## config.mk

```make
export PLATFORM = sky130hd
export DESIGN_NAME = instr_fetch
export DESIGN_NICKNAME = d
export VERILOG_FILES = /design/src/rtl/instr_fetch.sv
export SDC_FILE = /design/constraint.sdc
export NUM_CORES = 1
export LEC_CHECK = 0
export ABC_CLOCK_PERIOD_IN_PS = 2000
export CORE_AREA = 8 8 69 71
export CTS_CLUSTER_SIZE = 20
export DETAILED_ROUTE_END_ITERATION = 8
export DIE_AREA = 0 0 77 79
export GPL_ROUTABILITY_DRIVEN = 0
export GPL_TIMING_DRIVEN = 1
export PLACE_DENSITY = 0.8
export SETUP_SLACK_MARGIN = 0.3
export SLEW_MARGIN = 30
export SYNTH_ARGS = -nofsm -noshare
export SYNTH_HDL_FRONTEND = slang
export SYNTH_SLANG_ARGS = --single-unit
```

## constraint.sdc

```tcl
create_clock -name clk -period 2 [get_ports clk]
set_input_delay 0.3 -clock clk [delete_from_list [all_inputs] [get_ports clk]]
set_output_delay 0.3 -clock clk [all_outputs]
set_load 0.05 [all_outputs]
```

## src/rtl/instr_fetch.sv

```systemverilog
// instr_fetch: program counter and fetch front end for the 9-bit pipelined CPU.
//
// Drives a synchronous instruction ROM. Each cycle it presents one registered
// instruction to the decoder, or BUBBLE_WORD when no valid word is available.
// It squashes wrong-path words after a taken branch and freezes when the decoder
// reports a halt.
//
// Ports:
//   clk, reset        single clock; synchronous active-high reset
//   start_req         begin execution at address 0 (from IDLE or HALTED)
//   halt              decoder halt flag for the word on instruction_out
//   branch_taken      resolved branch outcome for the word on instruction_out
//   branch_target     absolute target, sampled with branch_taken
//   imem_addr         ROM read address (registered fetch PC)
//   imem_data         ROM word for the address presented one cycle earlier
//   instruction_out   registered instruction to the decoder
//   instr_valid       instruction_out is a real instruction
//   pc_out            address of the word on instruction_out
//   done              high while halted
//   retired_cnt       retired-instruction counter, present only when
//                     IFETCH_PERF_CNT_EN is defined
//
// Optional feature macro: IFETCH_PERF_CNT_EN
//
// state    | meaning
// ---------+---------------------------------------------------------------
// S_IDLE   | after reset, waiting for start_req; fetch PC parked at 0
// S_RUN    | fetching one word per cycle
// S_HALTED | decoder halted; outputs frozen until start_req
module instr_fetch #(
  parameter int         PC_WIDTH    = 8,
  parameter logic [8:0] BUBBLE_WORD = 9'b110110000
) (
  input  logic                clk,
  input  logic                reset,
  input  logic                start_req,
  input  logic                halt,
  input  logic                branch_taken,
  input  logic [PC_WIDTH-1:0] branch_target,
  output logic [PC_WIDTH-1:0] imem_addr,
  input  logic [8:0]          imem_data,
  output logic [8:0]          instruction_out,
  output logic                instr_valid,
  output logic [PC_WIDTH-1:0] pc_out,
  output logic                done
`ifdef IFETCH_PERF_CNT_EN
  ,
  output logic [15:0]         retired_cnt
`endif
);

  localparam logic [1:0] S_IDLE   = 2'd0;
  localparam logic [1:0] S_RUN    = 2'd1;
  localparam logic [1:0] S_HALTED = 2'd2;

  logic [1:0]          state_q, state_d;
  logic [PC_WIDTH-1:0] fetch_pc_q, fetch_pc_d;
  logic [PC_WIDTH-1:0] a2_q, a2_d;
  logic                v1_q, v1_d;
  logic                v2_q, v2_d;
  logic [8:0]          instr_q, instr_d;
  logic                valid_q, valid_d;
  logic [PC_WIDTH-1:0] pc_out_q, pc_out_d;
  logic                done_q, done_d;

  logic accept_start;
  logic take_halt;
  logic take_branch;

  assign accept_start = start_req && (state_q != S_RUN);
  // Halt and branch only act on a real instruction; halt has priority.
  assign take_halt    = (state_q == S_RUN) && valid_q && halt;
  assign take_branch  = (state_q == S_RUN) && valid_q && branch_taken && !halt;

  // fetch_pc_q is the first address stage: it is the address the ROM is
  // latching this cycle, qualified by v1_q. a2_q/v2_q track the address whose
  // data is on imem_data now.
  always_comb begin
    state_d    = state_q;
    fetch_pc_d = fetch_pc_q;
    a2_d       = a2_q;
    v1_d       = v1_q;
    v2_d       = v2_q;
    instr_d    = instr_q;
    valid_d    = valid_q;
    pc_out_d   = pc_out_q;
    done_d     = done_q;

    case (state_q)
      S_RUN: begin
        if (take_halt) begin
          state_d = S_HALTED;
          instr_d = BUBBLE_WORD;
          valid_d = 1'b0;
          done_d  = 1'b1;
          v1_d    = 1'b0;
          v2_d    = 1'b0;
        end else begin
          pc_out_d = a2_q;
          a2_d     = fetch_pc_q;
          // The word arriving in the branch cycle is already wrong-path, so
          // it is dropped here; the next one is dropped by clearing v2.
          if (v2_q && !take_branch) begin
            instr_d = imem_data;
            valid_d = 1'b1;
          end else begin
            instr_d = BUBBLE_WORD;
            valid_d = 1'b0;
          end
          if (take_branch) begin
            fetch_pc_d = branch_target;
            v2_d       = 1'b0;
          end else begin
            fetch_pc_d = fetch_pc_q + PC_WIDTH'(1);
            v2_d       = v1_q;
          end
        end
      end
      S_IDLE, S_HALTED: begin
        if (accept_start) begin
          state_d    = S_RUN;
          fetch_pc_d = '0;
          v1_d       = 1'b1;
          v2_d       = 1'b0;
          done_d     = 1'b0;
        end
      end
      default: begin
        state_d = S_IDLE;
      end
    endcase
  end

  always_ff @(posedge clk) begin
    if (reset) begin
      state_q    <= S_IDLE;
      fetch_pc_q <= '0;
      a2_q       <= '0;
      v1_q       <= 1'b0;
      v2_q       <= 1'b0;
      instr_q    <= BUBBLE_WORD;
      valid_q    <= 1'b0;
      pc_out_q   <= '0;
      done_q     <= 1'b0;
    end else begin
      state_q    <= state_d;
      fetch_pc_q <= fetch_pc_d;
      a2_q       <= a2_d;
      v1_q       <= v1_d;
      v2_q       <= v2_d;
      instr_q    <= instr_d;
      valid_q    <= valid_d;
      pc_out_q   <= pc_out_d;
      done_q     <= done_d;
    end
  end

  assign imem_addr       = fetch_pc_q;
  assign instruction_out = instr_q;
  assign instr_valid     = valid_q;
  assign pc_out          = pc_out_q;
  assign done            = done_q;

`ifdef IFETCH_PERF_CNT_EN
  logic [15:0] cnt_q, cnt_d;

  always_comb begin
    cnt_d = cnt_q;
    if (accept_start) begin
      cnt_d = '0;
    end else if (valid_q && !halt && (cnt_q != 16'hFFFF)) begin
      cnt_d = cnt_q + 16'd1;
    end
  end

  always_ff @(posedge clk) begin
    if (reset) begin
      cnt_q <= '0;
    end else begin
      cnt_q <= cnt_d;
    end
  end

  assign retired_cnt = cnt_q;
`endif

endmodule

```

# Word level (Yosys, flattened, before mapping)
# Index checks and enable logic that the tools add are counted.
[word_totals] regBits=39 output_inout_bits=27 word_cells=53
[classes] add_sub_neg=1 n_eq_ne=6 mux=20 bitwise_logic=1 n_reduce_logical=16
[op_table] cell="$mux W8" n=3
[op_table] cell="$mux W9" n=2
[op_table] cell="$pmux W8 S2" n=1
[op_table] cell="$add A8 B1 Y8 const B" n=1
[op_table] cell="$mux W1" n=8
[op_table] cell="$logic_and A1 B1 Y1" n=6
[op_table] cell="$ne A2 B2 Y1 const B" n=3
[op_table] cell="$pmux W1 S2" n=3
[op_table] cell="$reduce_and A2 Y1" n=3
[op_table] cell="$reduce_and A3 Y1" n=2
[op_table] cell="$mux W2" n=2
[op_table] cell="$pmux W2 S2" n=1
[op_table] cell="$eq A2 B1 Y1 const B" n=1
[op_table] cell="$eq A2 B2 Y1 const B" n=1
[op_table] cell="$logic_not A1 Y1" n=2
[op_table] cell="$logic_not A2 Y1" n=1
[op_table] cell="$ne A2 B1 Y1 const B" n=1
[op_table] cell="$reduce_bool A2 Y1" n=1
[op_table] cell="$reduce_or A2 Y1" n=1
[op_table] cell="$not A1 Y1" n=1

# Logic depth before layout (Yosys ltp)
[depth] depth_word=8 depth_mapped=6 ltp_nobuf=5

# Worst setup path before layout
# Ideal clock, no wire load.
[synth_timing] path_type="register -> register" from="register fetch_pc_q[0] (netlist: imem_addr[0])" to="register fetch_pc_q[6] (netlist: imem_addr[6])" setup_ps=92 arrival_time_ps=1625 t_required_ps=1908 slack_ps=283 stages_incl_launch_ff=6 path_cell_list="dfxtp_1 > ha_1 > nand3_1 > or2_2 > o21a_1 > o32ai_1"
[synth_via] elab_chain_cells=4
[synth_lines] element="from (decl)" line_no="57" rtl="logic [PC_WIDTH-1:0] fetch_pc_q, fetch_pc_d;"
[synth_lines] element="from (signal assigned)" line_no="147" rtl="fetch_pc_q <= fetch_pc_d;"
[synth_lines] element="$add A8 B1 Y8" line_no="114" rtl="fetch_pc_d = fetch_pc_q + PC_WIDTH'(1);"
[synth_lines] element="$mux W8" line_no="110" rtl="if (take_branch) begin"
[synth_lines] element="$mux W8" line_no="91" rtl="if (take_halt) begin"
[synth_lines] element="$pmux W8 S2" line_no="89" rtl="case (state_q)"
# Every way passes these cells. The select of a mux whose other input is x is not followed.
# A chain may end at the register's enable or synchronous reset.

# Worst setup path after layout
[layout_timing] from="register fetch_pc_q[4] (netlist: imem_addr[4])" to="output port imem_addr[4]"
[layout_rtl] element="to (decl)" line_no="40" rtl="output logic [PC_WIDTH-1:0] imem_addr,"
# No word-level cell between the ends.

==> results.py <==
metrics = {
    "outcome": {
        "outcome": "complete, no violations",
    },
    "timing": {
        "min_period_ps": 1600,
        "fin_setup_tns_ps": 0,
        "fin_ws_ps": 403,
        "relSlewSlack": 0.672,
        "fin_hold_ws_ps": 451,
        "period_share": 0.799,
        "fin_skew_ps": 5.48,
        "finalSetupViolCount": 0,
        "slew_viol_final": 0,
        "hold_violations": 0,
        "worst_pin_slew_ps": 493,
        "fmax_mhz": 626,
        "rsz0062_at_grt": "no",
    },
    "min_path": {
        "min_to": "pc_out[1]$_SDFFE_PP0P_",
        "hold_class": "reg -> reg",
        "hold_depth": 2,
        "hp-start": "pc_out[1]$_SDFFE_PP0P_",
    },
    "setup_path": {
        "timing.rr.end": "imem_addr[6]$_SDFFE_PP0P_",
        "crit_path_top_delay_cell": "dlygate4sd2_1",
        "r2r-start": "state_q[0]$_SDFFE_PP0P_",
        "worstPathArrival_ps": 1300,
        "cp_num_cells": 1,
        "reg2reg_setup_slack_ps": 540,
        "cp-end-kind": "output pin",
        "critPathKind": "reg -> out",
        "path_buf_inv": 1,
        "rr_worst_depth": 4,
        "required_ps": 1700,
        "cpPeakStageDelay_ps": 570,
        "cpLargestDelayFamily": "buffers and inverters",
        "cp-start-kind": "register",
        "worstPathCellList": "dlygate4sd2_1",
        "worstPathMaxFanout": 7,
    },
    "global_route": {
        "grt_usage": 0.130,
        "grt_pass1_wl_mm": 6.70,
        "grt_pass1_vias": 1473,
        "grt-ovfl-total": 0,
        "grt_max_degree": 21,
        "antenna_found_initial": 0,
    },
    "clock_tree": {
        "cts_buffer_depth": 2,
        "post-cts-setup-buffers": 0,
        "cts_tree": "built",
        "clk_latency_ps": 280,
        "root_buffer": "clkbuf_8",
        "numCtsBuffers": 5,
        "clock_sinks": 39,
        "cts_max_level": 2,
        "clkSlewWorstSetupHoldPaths_ps": 70,
    },
    "synthesis": {
        "synth_nets": 210,
        "ys_seq_area_frac": 0.495,
        "synth.distinct_cells": 32,
        "yosys.area.top_type": "dfxtp_1",
        "synth_area_mm2": 0.00158,
        "yosys-top-cells-area": "dfxtp_1 49%, nand2_1 11%, a21oi_1 7.3%, nor2_1 3.3%, o32ai_1 3.3%",
        "synth_cells": 187,
        "yosysWarnings": 0,
        "yosys.area.top_type_share": 0.495,
        "syn_area_per_cell_um2": 8.44,
        "ys_ff_latch": 39,
    },
    "route": {
        "drtIter0Drc": 88,
        "num_vias": 1494,
        "first_pass_iters": 4,
        "wirelength_mm": 3.84,
        "wl_per_cell_um": 13.3,
        "avgViaCountPerCell": 5.17,
        "drc": 0,
        "ant_nets": 0,
    },
    "floorplan": {
        "rows": 23,
        "die_w_um": 77,
        "dieArea_mm2": 0.00608,
        "start_util": 0.415,
        "core-area_mm2": 0.00380,
        "die_y_um": 79,
        "pin_count": 49,
    },
    "cells_and_area": {
        "area_growth_pct": 39.5,
        "num-fill-cells": 386,
        "nets": 261,
        "postLayoutCoreUtil": 0.579,
        "drive_gt1_frac": 0.0879,
        "antenna-diode-count": 0,
    },
    "placement": {
        "place_ws_ps": 96.7,
        "port_buffers": 48,
        "place_hpwl_mm": 2.90,
    },
    "power": {
        "powerDensity_mw_per_mm2": 698,
        "p_leak_nw": 0.892,
        "peakVddDrop_mv": 0.316,
    },
    "job": {
        "cap_viol_max_count": 0,
    },
}
## layout by cell type, fill, tap and decap left out, drive strengths merged
cell type / Yosys / layout
nand2: 45 / 45
dfxtp: 39 / 39
dlygate4sd2: 0 / 27
a21oi: 24 / 24
clkdlybuf4s50: 0 / 21
nor2: 14 / 14
clkbuf: 6 / 8
inv: 7 / 7
o32ai: 6 / 6
nand3: 5 / 5
a22o: 5 / 5
buf: 3 / 5
o22a: 4 / 4
mux2i: 4 / 4
o21ai: 3 / 3
o21a: 3 / 3
nand2b: 3 / 3
and2b: 2 / 2
and2: 2 / 2
nor3: 2 / 2
a31oi: 2 / 2
a22oi: 1 / 1
or3: 1 / 1
a222oi: 1 / 1
or2: 1 / 1
o211a: 1 / 1
and4: 1 / 1
nand4: 1 / 1
ha: 1 / 1
## routing by layer
metal | vias up | GRT usage | part of all wire
met2 | 47 | 0.220 | 0.49
met3 | 9 | 0.0406 | 0.054
met4 | 0 | 0.0434 | 0.015
li1 | 747 | - | -
met1 | 691 | 0.153 | 0.44
met5 | - | 0 | 0
## cells in the mapped netlist, drive strengths merged
library cell  number
a222oi             1
nor3               2
o22a               4
o21a               3
nand3              5
ha                 1
nand4              1
a21oi             24
a22oi              1
o211a              1
a31oi              2
a22o               5
nor2              14
inv                7
and2               2
clkbuf             6
and2b              2
buf                3
o32ai              6
mux2i              4
or3                1
dfxtp             39
or2                1
nand2             45
nand2b             3
and4               1
o21ai              3
## where the power goes
group / total (mW) / leakage (nW) / switching [mW] / internal, mW
clock network: 0.570 / 0.0515 / 0.256 / 0.315
logic: 0.170 / 0.524 / 0.0939 / 0.0761
registers: 0.796 / 0.317 / 0.00993 / 0.786
## what timing repair did
item                       4_1_cts  5_1_grt
setup endpoints to repair       27        5
hold buffers                     0        0
pin swaps                        0        0
resized for setup               27        2
## per-stage QoR
stage          total power [mW]  instance area (um2)  cells
3_3_place_gp              0.984                 2130    281
5_1_grt                    1.60                 2200    289
2_1_floorplan             0.904                 1580    187
4_1_cts                    1.55                 2200    289
6_report                   1.54                 2200    289
3_5_place_dp              0.986                 2130    281
## flip-flops by register name, indices dropped and copies added (netlist names)
register,count
a2_q,8
done,1
imem_addr,8
instr_valid,1
instruction_out,9
pc_out,8
state_q,2
v1_q,1
v2_q,1
## cell type report
cell class              instances  area, um2  share of cell area
multi-input cells             132        731               0.332
flip-flops and latches         39        785               0.356
clock buffers                   8        100              0.0455
inverters                       7       26.3              0.0119
repair buffers                 53        497               0.226
well taps                      50       62.6              0.0284
## cell families after synthesis
group,synth area share
compound gates,0.211
simple gates,0.216
fa+ha+maj,0.00793
flops,0.495
mux,0.0254
buf+inv,0.0452
## worst max path at each step
stage | from | endpoint
5_1_grt | halt | instruction_out[5]$_SDFFE_PP1P_
3_5_place_dp | halt | instruction_out[5]$_SDFFE_PP1P_
2_1_floorplan | imem_addr[2]$_SDFFE_PP0P_ | imem_addr[7]$_SDFFE_PP0P_
6_report | imem_addr[4]$_SDFFE_PP0P_ | imem_addr[4]
4_1_cts | imem_addr[4]$_SDFFE_PP0P_ | imem_addr[4]
3_3_place_gp | halt | instruction_out[5]$_SDFFE_PP1P_
Note: power is estimated with default switching activity, not from simulation.
